### src/rtl/hazard_ctrl.sv
// hazard_ctrl: stall/flush/redirect sequencing for a 5-stage RV32I pipeline
// Inputs : ID register-use info (id_rs*), EX load/jump status (ex_*),
//          MEM data-memory handshake (dmem_req_i, dmem_ready_i)
// Outputs: stall_* hold PC and pipeline registers, flush_* insert NOPs,
//          jump_en_o/jump_addr_o redirect the PC, mem_err_o flags a sticky
//          data-memory timeout, stall_cycles_o counts PC-stall cycles
module hazard_ctrl #(
   parameter int IMEM_LAT    = 1,
   parameter int MEM_TIMEOUT = 255,
   parameter int CNT_W       = 32
) (
   input  logic             clk,
   input  logic             rst,
   input  logic [4:0]       id_rs1_addr_i,
   input  logic [4:0]       id_rs2_addr_i,
   input  logic             id_rs1_used_i,
   input  logic             id_rs2_used_i,
   input  logic             ex_mem_re_i,
   input  logic [4:0]       ex_rd_addr_i,
   input  logic             ex_jump_en_i,
   input  logic [31:0]      ex_jump_addr_i,
   input  logic             dmem_req_i,
   input  logic             dmem_ready_i,
   output logic             stall_pc_o,
   output logic             stall_if_id_o,
   output logic             stall_id_ex_o,
   output logic             stall_ex_mem_o,
   output logic             flush_if_id_o,
   output logic             flush_id_ex_o,
   output logic             jump_en_o,
   output logic [31:0]      jump_addr_o,
   output logic             mem_err_o,
   output logic [CNT_W-1:0] stall_cycles_o
);
   typedef enum logic [1:0] {RUN, FLUSH, WAIT} state_t;
   localparam logic [2:0]  FL_INIT = 3'(IMEM_LAT > 0 ? IMEM_LAT - 1 : 0);
   localparam logic [15:0] TO_LAST = 16'(MEM_TIMEOUT - 1);
   localparam logic [CNT_W-1:0] CNT_ONE = {{(CNT_W-1){1'b0}}, 1'b1};
   state_t           state_q, state_d;
   logic [2:0]       fl_cnt_q, fl_cnt_d;
   logic [15:0]      wait_cnt_q, wait_cnt_d;
   logic             abort_q, abort_d;
   logic             ret_flush_q, ret_flush_d;
   logic             mem_err_q, mem_err_d;
   logic [CNT_W-1:0] stall_cycles_q, stall_cycles_d;
   logic             w, lu, timeout;
   // abort masks the wait for one cycle after a timeout so the pipeline can drain
   assign w  = dmem_req_i & ~dmem_ready_i & ~abort_q;
   assign lu = ex_mem_re_i & (ex_rd_addr_i != 5'd0) &
               ((id_rs1_used_i & (id_rs1_addr_i == ex_rd_addr_i)) |
                (id_rs2_used_i & (id_rs2_addr_i == ex_rd_addr_i)));
   assign timeout = w & (wait_cnt_q == TO_LAST);
   always_comb begin
      stall_pc_o     = 1'b0;
      stall_if_id_o  = 1'b0;
      stall_id_ex_o  = 1'b0;
      stall_ex_mem_o = 1'b0;
      flush_if_id_o  = 1'b0;
      flush_id_ex_o  = 1'b0;
      jump_en_o      = 1'b0;
      jump_addr_o    = 32'd0;
      if (!rst) begin
         if (w) begin
            stall_pc_o     = 1'b1;
            stall_if_id_o  = 1'b1;
            stall_id_ex_o  = 1'b1;
            stall_ex_mem_o = 1'b1;
         end else if (ex_jump_en_i) begin
            jump_en_o     = 1'b1;
            jump_addr_o   = ex_jump_addr_i;
            flush_if_id_o = 1'b1;
            flush_id_ex_o = 1'b1;
         end else if (lu) begin
            stall_pc_o    = 1'b1;
            stall_if_id_o = 1'b1;
            flush_id_ex_o = 1'b1;
         end else if (state_q == FLUSH) begin
            flush_if_id_o = 1'b1;
         end
      end
   end
   always_comb begin
      state_d        = state_q;
      fl_cnt_d       = fl_cnt_q;
      ret_flush_d    = ret_flush_q;
      wait_cnt_d     = w ? wait_cnt_q + 16'd1 : 16'd0;
      abort_d        = timeout;
      mem_err_d      = mem_err_q | timeout;
      stall_cycles_d = (stall_pc_o && !(&stall_cycles_q)) ? stall_cycles_q + CNT_ONE : stall_cycles_q;
      case (state_q)
         RUN: begin
            if (w) begin
               state_d     = WAIT;
               ret_flush_d = 1'b0;
            end else if (ex_jump_en_i && IMEM_LAT > 0) begin
               state_d  = FLUSH;
               fl_cnt_d = FL_INIT;
            end
         end
         FLUSH: begin
            if (w) begin
               state_d     = WAIT;
               ret_flush_d = 1'b1;
            end else if (ex_jump_en_i) fl_cnt_d = FL_INIT;
            else if (fl_cnt_q == 3'd0) state_d = RUN;
            else fl_cnt_d = fl_cnt_q - 3'd1;
         end
         WAIT: if (!w) state_d = ret_flush_q ? FLUSH : RUN;
         default: state_d = RUN;
      endcase
   end
   always_ff @(posedge clk) begin
      if (rst) begin
         state_q        <= RUN;
         fl_cnt_q       <= 3'd0;
         wait_cnt_q     <= 16'd0;
         abort_q        <= 1'b0;
         ret_flush_q    <= 1'b0;
         mem_err_q      <= 1'b0;
         stall_cycles_q <= '0;
      end else begin
         state_q        <= state_d;
         fl_cnt_q       <= fl_cnt_d;
         wait_cnt_q     <= wait_cnt_d;
         abort_q        <= abort_d;
         ret_flush_q    <= ret_flush_d;
         mem_err_q      <= mem_err_d;
         stall_cycles_q <= stall_cycles_d;
      end
   end
   assign mem_err_o      = mem_err_q;
   assign stall_cycles_o = stall_cycles_q;
endmodule

### config.mk
export PLATFORM = sky130hd
export DESIGN_NAME = hazard_ctrl
export DESIGN_NICKNAME = d
export VERILOG_FILES = /design/src/rtl/hazard_ctrl.sv
export SDC_FILE = /design/constraint.sdc
export NUM_CORES = 1
export LEC_CHECK = 0
export ABC_AREA = 1
export CAP_MARGIN = 30
export CELL_PAD_IN_SITES_DETAIL_PLACEMENT = 0
export CELL_PAD_IN_SITES_GLOBAL_PLACEMENT = 1
export CORE_MARGIN = 10
export CORE_UTILIZATION = 32
export CTS_BUF_LIST = sky130_fd_sc_hd__clkbuf_4
export CTS_CLUSTER_DIAMETER = 120
export DETAILED_ROUTE_END_ITERATION = 10
export PLACE_DENSITY = 0.89
export REMOVE_ABC_BUFFERS = 1
export SLEW_MARGIN = 20
export SYNTH_ARGS = -nofsm -noshare
export SYNTH_HDL_FRONTEND = slang
export SYNTH_SLANG_ARGS = --single-unit
export TNS_END_PERCENT = 10
### constraint.sdc
create_clock -name clk -period 2.4 [get_ports clk]
set_clock_uncertainty 0.15 [all_clocks]
set_input_delay 0.6 -clock clk [delete_from_list [all_inputs] [get_ports clk]]
set_output_delay 0.6 -clock clk [all_outputs]
set_load 0.03 [all_outputs]
# After elaboration in Yosys (flattened, before gate mapping)
# Index checks and enable logic that the tools add are counted.
# word_totals
in_bits	55
regBits	56
output_inout_bits	72
word_cells	85
# classes
bitwise_logic	12
n_eq_ne	15
mux	37
n_addsub	3
n_reduce_logical	11
# ops
cell	count
$mux 32	3
$add 32x1->32 const B	1
$reduce_and 32->1	1
$mux 1	20
$add 16x1->16 const B	1
$eq 16x8->1 const B	1
$mux 3	5
$mux 2	6
$ne 2x2->1 const B	6
$eq 5x5->1	2
$ne 3x3->1 const B	3
$and 1x1->1	7
$pmux 2 s3	1
$pmux 3 s2	1
$reduce_and 5->1	1
$reduce_bool 5->1	1
$reduce_and 4->1	1
$logic_not 3->1	1
$ne 3x2->1 const B	1
$not 1->1	3
$reduce_and 3->1	1
$sub 3x1->3 const B	1
$eq 2x1->1 const B	1
$eq 2x2->1 const B	1
7 further kinds	8

# Logic depth before layout (Yosys ltp)
# logic_depth
depth_word	9
ltp_mapped	12

# Worst setup path after synthesis
# No wires, ideal clock.
# synth_timing
path_type	input -> output
start	input dmem_ready_i
end	output stall_pc_o
t_required_ns	1.650
arrival_time_ns	2.183
cell_stages	6
path_slack_ns	-0.533
path_cell_list	nand3b_4 > nor2_1 > inv_2 > nand2_2 > buf_2 > buf_4
# synth_via
elab_chain_cells	5
# synth_rtl
element	line	rtl
start, declared	23	input logic dmem_ready_i,
$not 1->1	48	assign w = dmem_req_i & ~dmem_ready_i & ~abort_q;
$and 1x1->1 (2 in series)	48	
$mux 1 (2 in series)	-	
end, declared	24	output logic stall_pc_o,
# Every way passes these cells.

# Worst setup path after layout
# layout_timing
start	input dmem_req_i
end	output jump_addr_o[9]
# layout_via
elab_chain_cells	4
# layout_rtl
element	line	rtl
start, declared	22	input logic dmem_req_i,
$and 1x1->1 (2 in series)	48	
$mux 32	63	if (w) begin
$mux 32	62	if (!rst) begin
end, declared	31	output logic [31:0] jump_addr_o,
# Every way passes these cells.

==> metrics.md <==
| Metric | Value |
|---|---|
| Mean instance size in the synthesized netlist | between 6 and 7 µm² |
| Overflow left after global routing | 0 |
| Number of different library cells in the post-synthesis netlist | 36 |
| Post-synthesis cell type with the largest combined area | sky130_fd_sc_hd__dfxtp_1 |
| Antenna diode count | 0 |
| Number of clock buffers inserted by TritonCTS | 5 |
| Fmax | 0.409 GHz |
| Leakage power summed over all cells | about 2.6 nW |
| Initial core utilization | 0.329 |
| Largest fanout on the critical path | 8 |
| Most frequent standard cell in the layout excluding fill and tap cells | sky130_fd_sc_hd__nand2_1 |
| Post-synthesis instance total | just over 600 |
| CP Launch Type | input port |
| Number of failing hold endpoints at the final stage | 0 |
| Antenna violations before repair | 0 |
| Total routing usage reported by global routing | 0.145 |
| Share of synthesized cell area in and, or, nand and nor gates | 0.437 |
| RSZ-0062 raised after global routing | true |
| Post-DR vias/cell | 4.72 |
| Slew margin rel. | 0.692 |
| Compound-gate portion of the synthesized area | 0.0899 |
| Final period demand of the worst path | 2.45 ns |
| Synth Cell Area | around 3800 µm² |
| Total power divided by cell area | about 340 nW/µm² |
| Synth top area cells | sky130_fd_sc_hd__dfxtp_1 30%, sky130_fd_sc_hd__nand2_1 15%, sky130_fd_sc_hd__nor2_1 10%, sky130_fd_sc_hd__inv_1 9.1%, sky130_fd_sc_hd__nand3_1 7.0% |
| DR WL/cell | 14.4 µm |
| Largest net degree at the start of global routing | 28 |
| Synth Warn # | 0 |
| IO Port Bufs | 126 |
| Dominant delay contributor by cell family on the critical path | buffers and inverters |
| Worst Path Arrival | roughly 1.7 ns |
| Routability-driven placement congestion ratio | ~0.82 |
| Clock insertion delay at the later pin of the skew report | approximately 0.40 ns |
| Buffer type at the clock tree root | sky130_fd_sc_hd__clkbuf_4 |
| Vertical die dimension | between 100 and 150 µm |
| CP cell instances | clkdlybuf4s15_1 > nand3b_4 > nand2_4 > nor2_4 > clkinv_4 > clkbuf_16 > nor2_1 > buf_4 |
| Final wirelength | ~13000 µm |
| Slew @ Worst Pin | 0.459 ns |
| Post-route fraction of the period consumed by the critical path | 1.02 |
| Setup ws final | -0.0451 ns |
| Clk slew on worst S/H paths | ~0.17 ns |
| Placeable core area | about 11000 µm² |
| CTS max path bufs | 2 |
| Number of vias in the routed layout | ~4200 |
| Fin. max-slew vios | 0 |
| Number of synthesized register bits | 56 |
| Failing checks | negative setup slack |
| Die Area | ~17000 µm² |
| Wire length of the first global-routing pass | ~20000 µm |
| Data required, critical path | roughly 1.7 ns |
| CP endpoint kind | output port |
| Total buffers and inverters traversed by the critical path | 4 |
| Dominant combinational cell family by area after synthesis | simple AND/OR/NAND/NOR gates |
| Layout cell share with drive strength beyond 1 | 0.243 |
| Classification of the worst setup path | input port to output port |
| Largest stage delay, worst path | approximately 0.2 ns |
| Worst min-delay path category | flop to flop |
| HPWL after DPL | 9840 µm |
| Adder-Cell Fraction of Synth Area | 0.0166 |
| Number of global-route vias before repair | 3943 |
| Count of H-tree levels built during CTS | 2 |
| Number of max-cap violations | 0 |
| IO Count | 127 |
| DRC Markers | 0 |
| Tightest hold margin | ~0.35 ns |
| Std cell rows | 39 |
| Sequential cell area fraction in the yosys report | 0.297 |
| Syn-to-layout area delta | 54.6% |
| Sinks on the clock net | 56 |
| X dimension of the die | between 100 and 150 µm |
| Nets | roughly 810 |
| CTS tree | done |
| Number of antenna-violating nets in the routed design | 0 |
| Outcome | finished with violations |
| Proportion of netlist area held by the largest area contributor | 0.297 |
| Iteration-0 DRC Markers | roughly 190 |
| Peak supply drop | about 0.21 mV |
| Master of the slowest instance on the critical path | sky130_fd_sc_hd__clkdlybuf4s15_1 |
| First-pass iteration count of the detailed router | 4 |
| Share of synthesized area spent on multiplexers | 0 |
| Most used cells in the layout excluding fill and tap cells | 139 x sky130_fd_sc_hd__nand2_1, 81 x sky130_fd_sc_hd__inv_1, 65 x sky130_fd_sc_hd__nor2_1 |
| Setup slack at placement | -0.487 ns |
| Final-report setup violation count | 13 |
| Xor/xnor share of the synthesized area | 0.0418 |
## kinds of logic after synthesis
| kind of cell | Yosys count |
|---|---|
| AOI/OAI and AO/OA | 57 |
| xor gates and xnor gates | 18 |
| adders and majority gates | 5 |
| buffers and inverters | 110 |
| DFF | 56 |
| and+or+nand+nor | 364 |
## path summary, 6_finish.rpt
path                     startpoint            endpoint  slack (ns)  depth (start not counted)
hold reg to reg       wait_cnt_q[3]       wait_cnt_q[3]        0.35                          2
hold / removal        wait_cnt_q[3]       wait_cnt_q[3]        0.35                          2
setup / recovery         dmem_req_i      jump_addr_o[9]       -0.05                          8
setup reg to reg  stall_cycles_o[0]  stall_cycles_o[16]        0.27                          9
## metrics by stage
stage	cell area (µm²)	setup TNS, ns	total power, mW	std cells	util
global placement	5280	-22.61	1.37	880	0.461
finish	5830	-0.304	1.98	897	0.508
floorplan	3670	-56.91	1.15	592	-
global route	5830	-1.99	2.07	897	0.508
detailed placement	5280	-24.19	1.38	880	0.461
CTS	5600	-0.389	1.96	896	0.488
## power breakdown
group / switching (mW) / internal, mW
Sequential: 0.00888 / 0.943
Combinational: 0.262 / 0.230
Clock: 0.318 / 0.218
## cell usage after synthesis, drive strengths merged
master	n
a211oi	2
a21oi	44
a31oi	2
buf	13
clkbuf	5
dfxtp	56
ha	5
inv	92
nand2	158
nand3	56
nand3b	7
nand4	11
nor2	106
nor3	18
nor3b	5
nor4	2
o2111ai	1
o21ai	6
o21bai	1
o31ai	1
or2	1
xnor2	5
xor2	13
## layer usage
| layer | global-route usage | vias to the layer above | routed length [µm] |
|---|---|---|---|
| met2 | 0.269 | 59 | 6870 |
| li1 | - | 2206 | - |
| met3 | 0.0230 | 13 | 420 |
| met1 | 0.170 | 1953 | 5400 |
| met5 | 0 | - | 0 |
| met4 | 0.0314 | 0 | 203 |
## worst reg2reg max path: stages, from the launching register on
cell and delay [ns]:
sky130_fd_sc_hd__dfxtp_1 0.44, sky130_fd_sc_hd__ha_1 0.23, sky130_fd_sc_hd__inv_1 0.09, sky130_fd_sc_hd__nor2_4 0.18
sky130_fd_sc_hd__nand3_4 0.14, sky130_fd_sc_hd__nor2_4 0.16, sky130_fd_sc_hd__nand3_4 0.18, sky130_fd_sc_hd__buf_4 0.27
sky130_fd_sc_hd__nand3_1 0.12, sky130_fd_sc_hd__a21oi_2 0.06
## flip-flops by register name (all words and copies together), names as in the netlist
name	count
fl_cnt_q	3
state_q	2
ret_flush_q	1
abort_q	1
wait_cnt_q	16
stall_cycles_o	32
mem_err_o	1
## cell type report
| class | count | area [µm²] |
|---|---|---|
| clock inverter | 3 | 42.5 |
| timing repair buffer | 154 | 1620 |
| sequential | 56 | 1120 |
| clock buffer | 5 | 37.5 |
| fill | 1159 | 5640 |
| tap | 143 | 179 |
| multi-input combinational | 444 | 2470 |
| inverter | 92 | 350 |
## what timing repair did
action	4_1_cts	5_1_grt
gates resized for setup	82	120
setup endpoints to repair	43	53
hold buffers	0	0
pin swaps	17	21
setup buffers	6	1
cloned	2	1
Power figures use the tool's default switching activity.
